### src/rtl/mat_stream_tx_pkg.sv
// Shared UART framing constants and helpers for the matrix streamer.
`timescale 1ns/1ps
package mat_stream_tx_pkg;

    localparam int   FRAME_BITS = 10;
    localparam logic START_LVL  = 1'b0;
    localparam logic STOP_LVL   = 1'b1;
    localparam logic IDLE_LVL   = 1'b1;

    function automatic int calc_div(input int clk_hz, input int baud);
        return clk_hz / baud;
    endfunction

    // Maps the transmit order position to the byte lane inside an element.
    function automatic int byte_sel(input int cnt, input int bytes, input bit msb_first);
        return msb_first ? (bytes - 1 - cnt) : cnt;
    endfunction

endpackage

### src/rtl/mat_stream_tx_if.sv
// Memory read port, start/busy/done handshake and serial line of the matrix streamer.
`timescale 1ns/1ps
interface mat_stream_tx_if #(
    parameter int ADDR_W = 6,
    parameter int DATA_W = 8
);
    logic              start;
    logic              rd_en;
    logic [ADDR_W-1:0] rd_addr;
    logic [DATA_W-1:0] rd_data;
    logic              tx_data;
    logic              busy;
    logic              done;

    modport master (input start, rd_data, output rd_en, rd_addr, tx_data, busy, done);
    modport slave  (output start, rd_data, input rd_en, rd_addr, tx_data, busy, done);
endinterface

### src/rtl/mat_stream_tx_uart_tx_core.sv
// 8N1 serializer: baud counter plus 10-bit shift register, with back-to-back frame support.
`timescale 1ns/1ps
module uart_tx_core
    import mat_stream_tx_pkg::*;
#(
    parameter int DIV = 10
) (
    input  logic       clk,
    input  logic       rst,
    input  logic       valid,
    input  logic [7:0] tx_byte,
    output logic       ready,
    output logic       tx
);
    localparam int DW = (DIV > 2) ? $clog2(DIV) : 1;
    localparam logic [DW-1:0] DIV_LAST = DW'(DIV - 1);
    localparam logic [3:0]    BIT_LAST = 4'(FRAME_BITS - 1);

    logic [DW-1:0]         div_cnt;
    logic [3:0]            bit_cnt;
    logic [FRAME_BITS-1:0] shreg;
    logic                  active;
    logic                  last_tick;

    // Ready is raised in the final cycle of the stop bit so the next frame follows without an idle bit.
    assign last_tick = active && (bit_cnt == BIT_LAST) && (div_cnt == DIV_LAST);
    assign ready     = !active || last_tick;
    assign tx        = shreg[0];

    // NOTE: state registers use non-blocking assignments so every flop samples pre-edge values.
    always_ff @(posedge clk) begin
        if (rst) begin
            active  <= 1'b0;
            div_cnt <= '0;
            bit_cnt <= '0;
            shreg   <= '1;
        end else if (valid && ready) begin
            shreg   <= {STOP_LVL, tx_byte, START_LVL};
            active  <= 1'b1;
            bit_cnt <= '0;
            div_cnt <= '0;
        end else if (active) begin
            if (div_cnt == DIV_LAST) begin
                div_cnt <= '0;
                shreg   <= {IDLE_LVL, shreg[FRAME_BITS-1:1]};
                if (bit_cnt == BIT_LAST) active <= 1'b0;
                else                     bit_cnt <= bit_cnt + 4'd1;
            end else begin
                div_cnt <= div_cnt + DW'(1);
            end
        end
    end
endmodule

### src/rtl/mat_stream_tx.sv
// Streams a ROWS x COLS matrix from a synchronous-read memory over an 8N1 UART line.
`timescale 1ns/1ps
module mat_stream_tx
    import mat_stream_tx_pkg::*;
#(
    parameter int         ROWS        = 2,
    parameter int         COLS        = 2,
    parameter int         DATA_W      = 8,
    parameter int         ADDR_W      = 6,
    parameter int         CLK_HZ      = 100_000_000,
    parameter int         BAUD        = 9600,
    parameter bit         MSB_FIRST   = 1'b1,
    parameter bit         HEADER_EN   = 1'b0,
    parameter logic [7:0] HEADER_BYTE = 8'hA5
) (
    input logic             clk,
    input logic             rst,
    mat_stream_tx_if.master bus
);
    localparam int N     = ROWS * COLS;
    localparam int BYTES = DATA_W / 8;
    localparam int DIV   = calc_div(CLK_HZ, BAUD);
    localparam logic [ADDR_W-1:0] LAST_IDX  = ADDR_W'(N - 1);
    localparam logic [1:0]        LAST_BYTE = 2'(BYTES - 1);

    if (ROWS < 1 || COLS < 1)                        begin : g_bad_dims  $error("ROWS and COLS must be >= 1"); end
    if (N > 2 ** ADDR_W)                             begin : g_bad_addr  $error("ROWS*COLS exceeds 2**ADDR_W"); end
    if (DATA_W % 8 != 0 || DATA_W < 8 || DATA_W > 32) begin : g_bad_width $error("DATA_W must be 8, 16, 24 or 32"); end
    if (DIV < 2)                                     begin : g_bad_div   $error("CLK_HZ/BAUD must be >= 2"); end

    typedef enum logic [2:0] {IDLE, HDR, FETCH, WAIT_RD, SEND, WAIT_TX, FIN} state_t;

    state_t            state;
    logic              start_q;
    logic              start_edge;
    logic [ADDR_W-1:0] idx;
    logic [1:0]        byte_cnt;
    logic [DATA_W-1:0] elem_reg;
    logic              tx_valid;
    logic              tx_ready;
    logic [7:0]        tx_byte;

    assign start_edge  = bus.start & ~start_q;
    assign bus.rd_addr = idx;

    // NOTE: every always_comb output gets a default first so no latch is inferred.
    always_comb begin
        tx_valid = (state == HDR) || (state == SEND);
        tx_byte  = 8'(elem_reg >> (8 * byte_sel(int'(byte_cnt), BYTES, MSB_FIRST)));
        if (state == HDR) tx_byte = HEADER_BYTE;
    end

    uart_tx_core #(.DIV(DIV)) u_core (
        .clk     (clk),
        .rst     (rst),
        .valid   (tx_valid),
        .tx_byte (tx_byte),
        .ready   (tx_ready),
        .tx      (bus.tx_data)
    );

    // Middle bytes skip waiting in WAIT_TX: the next byte is staged in SEND while the current frame shifts.
    always_ff @(posedge clk) begin
        if (rst) begin
            state    <= IDLE;
            start_q  <= 1'b0;
            idx      <= '0;
            byte_cnt <= '0;
            elem_reg <= '0;
            bus.rd_en <= 1'b0;
            bus.busy  <= 1'b0;
            bus.done  <= 1'b0;
        end else begin
            start_q   <= bus.start;
            bus.rd_en <= 1'b0;
            bus.done  <= 1'b0;
            case (state)
                IDLE: if (start_edge) begin
                    bus.busy <= 1'b1;
                    if (HEADER_EN) begin
                        state <= HDR;
                    end else begin
                        state     <= FETCH;
                        bus.rd_en <= 1'b1;
                    end
                end
                HDR: if (tx_ready) begin
                    state     <= FETCH;
                    bus.rd_en <= 1'b1;
                end
                FETCH: state <= WAIT_RD;
                WAIT_RD: begin
                    elem_reg <= bus.rd_data;
                    byte_cnt <= '0;
                    state    <= SEND;
                end
                SEND: if (tx_ready) state <= WAIT_TX;
                WAIT_TX: begin
                    if (byte_cnt != LAST_BYTE) begin
                        byte_cnt <= byte_cnt + 2'd1;
                        state    <= SEND;
                    end else if (idx != LAST_IDX) begin
                        idx       <= idx + ADDR_W'(1);
                        state     <= FETCH;
                        bus.rd_en <= 1'b1;
                    end else if (tx_ready) begin
                        state    <= FIN;
                        bus.done <= 1'b1;
                        bus.busy <= 1'b0;
                    end
                end
                FIN: begin
                    idx   <= '0;
                    state <= IDLE;
                end
                default: state <= IDLE;
            endcase
        end
    end
endmodule

### src/flat_wrapper.sv
// flat-port wrapper written by rule: the top's interface ports become plain ports
module mat_stream_tx_flat import mat_stream_tx_pkg::*;
#(
    parameter int         ROWS        = 2,
    parameter int         COLS        = 2,
    parameter int         DATA_W      = 8,
    parameter int         ADDR_W      = 6,
    parameter int         CLK_HZ      = 100_000_000,
    parameter int         BAUD        = 9600,
    parameter bit         MSB_FIRST   = 1'b1,
    parameter bit         HEADER_EN   = 1'b0,
    parameter logic [7:0] HEADER_BYTE = 8'hA5
)
  (clk, rst, bus_start, bus_rd_data, bus_rd_en, bus_rd_addr, bus_tx_data, bus_busy, bus_done);
  mat_stream_tx_if #(.ADDR_W(ADDR_W), .DATA_W(DATA_W)) bus_i ();
  input logic clk;
  input logic rst;
  input wire logic [$bits(bus_i.start)-1:0] bus_start;
  input wire logic [$bits(bus_i.rd_data)-1:0] bus_rd_data;
  output wire logic [$bits(bus_i.rd_en)-1:0] bus_rd_en;
  output wire logic [$bits(bus_i.rd_addr)-1:0] bus_rd_addr;
  output wire logic [$bits(bus_i.tx_data)-1:0] bus_tx_data;
  output wire logic [$bits(bus_i.busy)-1:0] bus_busy;
  output wire logic [$bits(bus_i.done)-1:0] bus_done;
  assign bus_i.start = bus_start;
  assign bus_i.rd_data = bus_rd_data;
  assign bus_rd_en = bus_i.rd_en;
  assign bus_rd_addr = bus_i.rd_addr;
  assign bus_tx_data = bus_i.tx_data;
  assign bus_busy = bus_i.busy;
  assign bus_done = bus_i.done;
  mat_stream_tx #(.ROWS(ROWS), .COLS(COLS), .DATA_W(DATA_W), .ADDR_W(ADDR_W), .CLK_HZ(CLK_HZ), .BAUD(BAUD), .MSB_FIRST(MSB_FIRST), .HEADER_EN(HEADER_EN), .HEADER_BYTE(HEADER_BYTE)) u_core (.clk(clk), .rst(rst), .bus(bus_i));
endmodule
### config.mk
export PLATFORM = sky130hd
export DESIGN_NAME = mat_stream_tx_flat
export DESIGN_NICKNAME = d
export VERILOG_FILES = /design/src/rtl/mat_stream_tx_pkg.sv /design/src/rtl/mat_stream_tx_if.sv /design/src/rtl/mat_stream_tx_uart_tx_core.sv /design/src/rtl/mat_stream_tx.sv /design/src/flat_wrapper.sv
export SDC_FILE = /design/constraint.sdc
export NUM_CORES = 1
export LEC_CHECK = 0
export ABC_AREA = 0
export BUFFER_PORTS_ARGS = -buffer_cell sky130_fd_sc_hd__buf_2
export CORE_MARGIN = 2
export CORE_UTILIZATION = 55
export DETAILED_ROUTE_END_ITERATION = 8
export PLACE_DENSITY = 0.79
export SYNTH_ARGS = -nofsm -noshare
export SYNTH_HDL_FRONTEND = slang
export SYNTH_SLANG_ARGS = --single-unit
### constraint.sdc
create_clock -name clk -period 4.6 [get_ports clk]
set_input_delay 1.15 -clock clk [delete_from_list [all_inputs] [get_ports clk]]
set_output_delay 1.15 -clock clk [all_outputs]
set_load 0.05 [all_outputs]
==> flow_metrics.env <==
export IMPL_min_from="u_core.elem_reg[5]"
export IMPL_leakagePower_uw=0.001049
export IMPL_area_growth_pct=7.270
export IMPL_synth_edf_count=0
export IMPL_drc=0
export IMPL_synthTopCellsByCount="51 x dfxtp_1, 28 x nor2_1, 21 x nand3_1"
export IMPL_layout_drive_gt1_share_pct=13.56
export IMPL_path_max_fanout=12
export IMPL_cts_setup_buffers=0
export IMPL_cts_sinks=51
export IMPL_cp_num_cells=7
export IMPL_worstHoldEndpoint="u_core.elem_reg[5]"
export IMPL_place_congestion=0.8114
export IMPL_antenna_found_initial=0
export IMPL_synth_nets=298
export IMPL_overflow=0
export IMPL_fin_ws_ns=2.136
export IMPL_pin_count=21
export IMPL_synthFlopType="dfxtp_1"
export IMPL_die_x_um=70.90
export IMPL_path_class="reg -> reg"
export IMPL_synth_cells=282
export IMPL_final_util_pct=61.05
export IMPL_path_delay_family="compound AO/OA/AOI/OAI gates"
export IMPL_cts_tree="yes"
export IMPL_setup_tns_ns=0
export IMPL_rrSetupSlack_ns=2.14
export IMPL_min_path_cells=2
export IMPL_end_kind="register"
export IMPL_gr_usage_all_layers_pct=20.50
export IMPL_cp_cell_sequence="ha_1, and4_4, nand4_2, o41ai_2, buf_4, a221oi_2, o21ai_1"
export IMPL_place_area_sq_um=2556
export IMPL_cts_resized=0
export IMPL_cellPowerDensity_nw_per_um2=367.2
export IMPL_ff2ff_path_depth=7
export IMPL_status="finished, final reports clean"
export IMPL_slew_headroom_pct=35.83
export IMPL_ant_nets=0
export IMPL_grt_first_pass_wirelength_um=8342
export IMPL_num_vias=1981
export IMPL_finalSetupViolations=0
export IMPL_place_ws_ns=2.018
export IMPL_clk_latency_ns=0.30
export IMPL_drt_initial_drc_count=93
export IMPL_ys_types=53
export IMPL_syn_area_per_cell_sq_um=8.727
export IMPL_min_delay_path_class="reg -> reg"
export IMPL_worst_endpoint_arrival_ns=2.69
export IMPL_ys_ff_latch=51
export IMPL_synth_top_area_share_pct=41.48
export IMPL_root_buffer="clkbuf_8"
export IMPL_portBuffers=20
export IMPL_r2r_start="u_core.u_core.div_cnt[0]"
export IMPL_n_antenna_cell=0
export IMPL_r2r_end="u_core.u_core.shreg[1]"
export IMPL_synthMostInstantiatedCell="dfxtp_1"
export IMPL_totalWireLength_um=4708
export IMPL_n_fill_cell=401
export IMPL_clkTransAtPathRegs_ns=0.09
export IMPL_fmax_mhz=405.9
export IMPL_grt_max_degree=27
export IMPL_grt_setup_unrepaired="false"
export IMPL_die_h_um=70.90
export IMPL_grt_pass1_vias=1883
export IMPL_finalCriticalPeriod_ns=2.464
export IMPL_clockBufferDepth=2
export IMPL_stdcell_area_sq_um=2640
export IMPL_initial_core_util_pct=56.92
export IMPL_largest_register_ffs=14
export IMPL_worst_pin_slew_ns=0.9521
export IMPL_worst_path_largest_cell_delay_ns=0.86
export IMPL_num_rows=24
export IMPL_finalCritPeriodShare_pct=53.56
export IMPL_ys_warn_count=0
export IMPL_finalNetCount=310
export IMPL_startpoint_type="register"
export IMPL_cts_htree_levels=2
export IMPL_drt_pass1_iter_count=4
export IMPL_dp_hpwl_um=3322
export IMPL_core_sq_um=4324
export IMPL_synth_area_top_cells="dfxtp_1 41%, xor2_1 5.7%, nand3_1 4.3%, nor2_1 4.3%, a21oi_1 3.3%"
export IMPL_cp_slowest_cell="o41ai_2"
export IMPL_final_hold_viol_count=0
export IMPL_wl_per_cell_um=13.57
export IMPL_ys_seq_area_share_pct=41.48
export IMPL_slew_violations=0
export IMPL_vias_per_cell=5.709
export IMPL_synth_area_sq_um=2461
export IMPL_worstPathRequired_ns=4.83
export IMPL_fp_dieArea_sq_um=5026
export IMPL_cp_num_buf_inv=1
export IMPL_vdd_drop_max_uv=269.7
export IMPL_async_reset_ff_share_pct=0
export IMPL_drv_cap=0
export IMPL_cts_buffers=5
export IMPL_synth_largest_area_cell="dfxtp_1"
export IMPL_fin_worst_skew_ns=0.006495
export IMPL_holdBufCountCts=0
-- routing by layer --
metal,track usage (%),share of wire (%),vias to the layer above
met3,5.128,3.7,5
met2,31.46,44,33
li1,-,-,1021
met1,28.25,50,922
met5,0,0,-
met4,7.128,1.3,0
-- metrics by stage --
step           hold WS, ns  std cells  power (uW)
5_1_grt             0.4801        347        1025
2_1_floorplan       0.4366        282       692.5
4_1_cts             0.4612        347       975.8
3_3_place_gp        0.4473        339       728.5
6_report            0.4583        347       969.4
3_5_place_dp        0.4479        339       730.2
-- cell usage in the layout, fill, tap and decap left out, drive strengths merged, types with 2 or more instances in the layout --
| master | instances |
|---|---|
| and4 | 2 |
| xnor2 | 7 |
| dfxtp | 51 |
| xor2 | 16 |
| clkinv | 4 |
| o211ai | 5 |
| a21oi | 16 |
| a211oi | 2 |
| a221oi | 2 |
| a22oi | 2 |
| o2111a | 2 |
| o22ai | 2 |
| a31oi | 2 |
| clkbuf | 5 |
| nor3 | 8 |
| mux2i | 6 |
| nand3 | 21 |
| o31ai | 2 |
| and3 | 6 |
| nand2 | 22 |
| inv | 10 |
| a21o | 2 |
| o21ai | 10 |
| ha | 5 |
| buf | 21 |
| nor2b | 8 |
| nand4 | 9 |
| nor2 | 29 |
-- area by class of cell --
class                           instances  area (sq um)  share of cell area (%)
Tap cell                               52         65.06                   2.464
Sequential cell                        51          1021                   38.67
Clock inverter                          3         15.01                  0.5687
Timing Repair Buffer                   21         107.6                   4.076
Clock buffer                            5         68.82                   2.607
Inverter                               11         41.29                   1.564
Multi-Input combinational cell        204          1321                   50.05
-- worst max-delay path by stage --
stage	start	endpoint
final	u_core.u_core.div_cnt[0]	u_core.u_core.shreg[1]
after global routing	u_core.u_core.div_cnt[0]	u_core.u_core.shreg[1]
after floorplan	u_core.bus.rd_addr[0]	u_core.bus.rd_addr[1]
after global placement	rst	u_core.bus.rd_addr[5]
after detailed placement	rst	u_core.bus.rd_addr[3]
after CTS	u_core.u_core.div_cnt[0]	u_core.u_core.shreg[1]
-- worst register-to-register path, stage by stage (launching register included) --
cell      delay (ns)
dfxtp_1         0.37
ha_1            0.23
and4_4          0.28
nand4_2         0.16
o41ai_2         0.87
buf_4           0.31
a221oi_2        0.07
o21ai_1         0.11
-- report_power, final --
part,switching [uW],internal [uW],total (uW)
sequential,49.0,478,527
combinational,120,74.9,195
clock,143,104,247
total,312,657,969
-- cell families after synthesis --
| group | count (synthesis) | share of synthesized area, % |
|---|---|---|
| flip-flops | 51 | 41.48 |
| AO/OA/AOI/OAI | 56 | 16.42 |
| AND/OR/NAND/NOR | 114 | 24.10 |
| adder cells (fa/ha/maj) | 5 | 2.542 |
| XOR/XNOR | 23 | 8.185 |
| buffers and inverters | 27 | 4.830 |
| multiplexers | 6 | 2.440 |
Power figures use the tool's default switching activity.
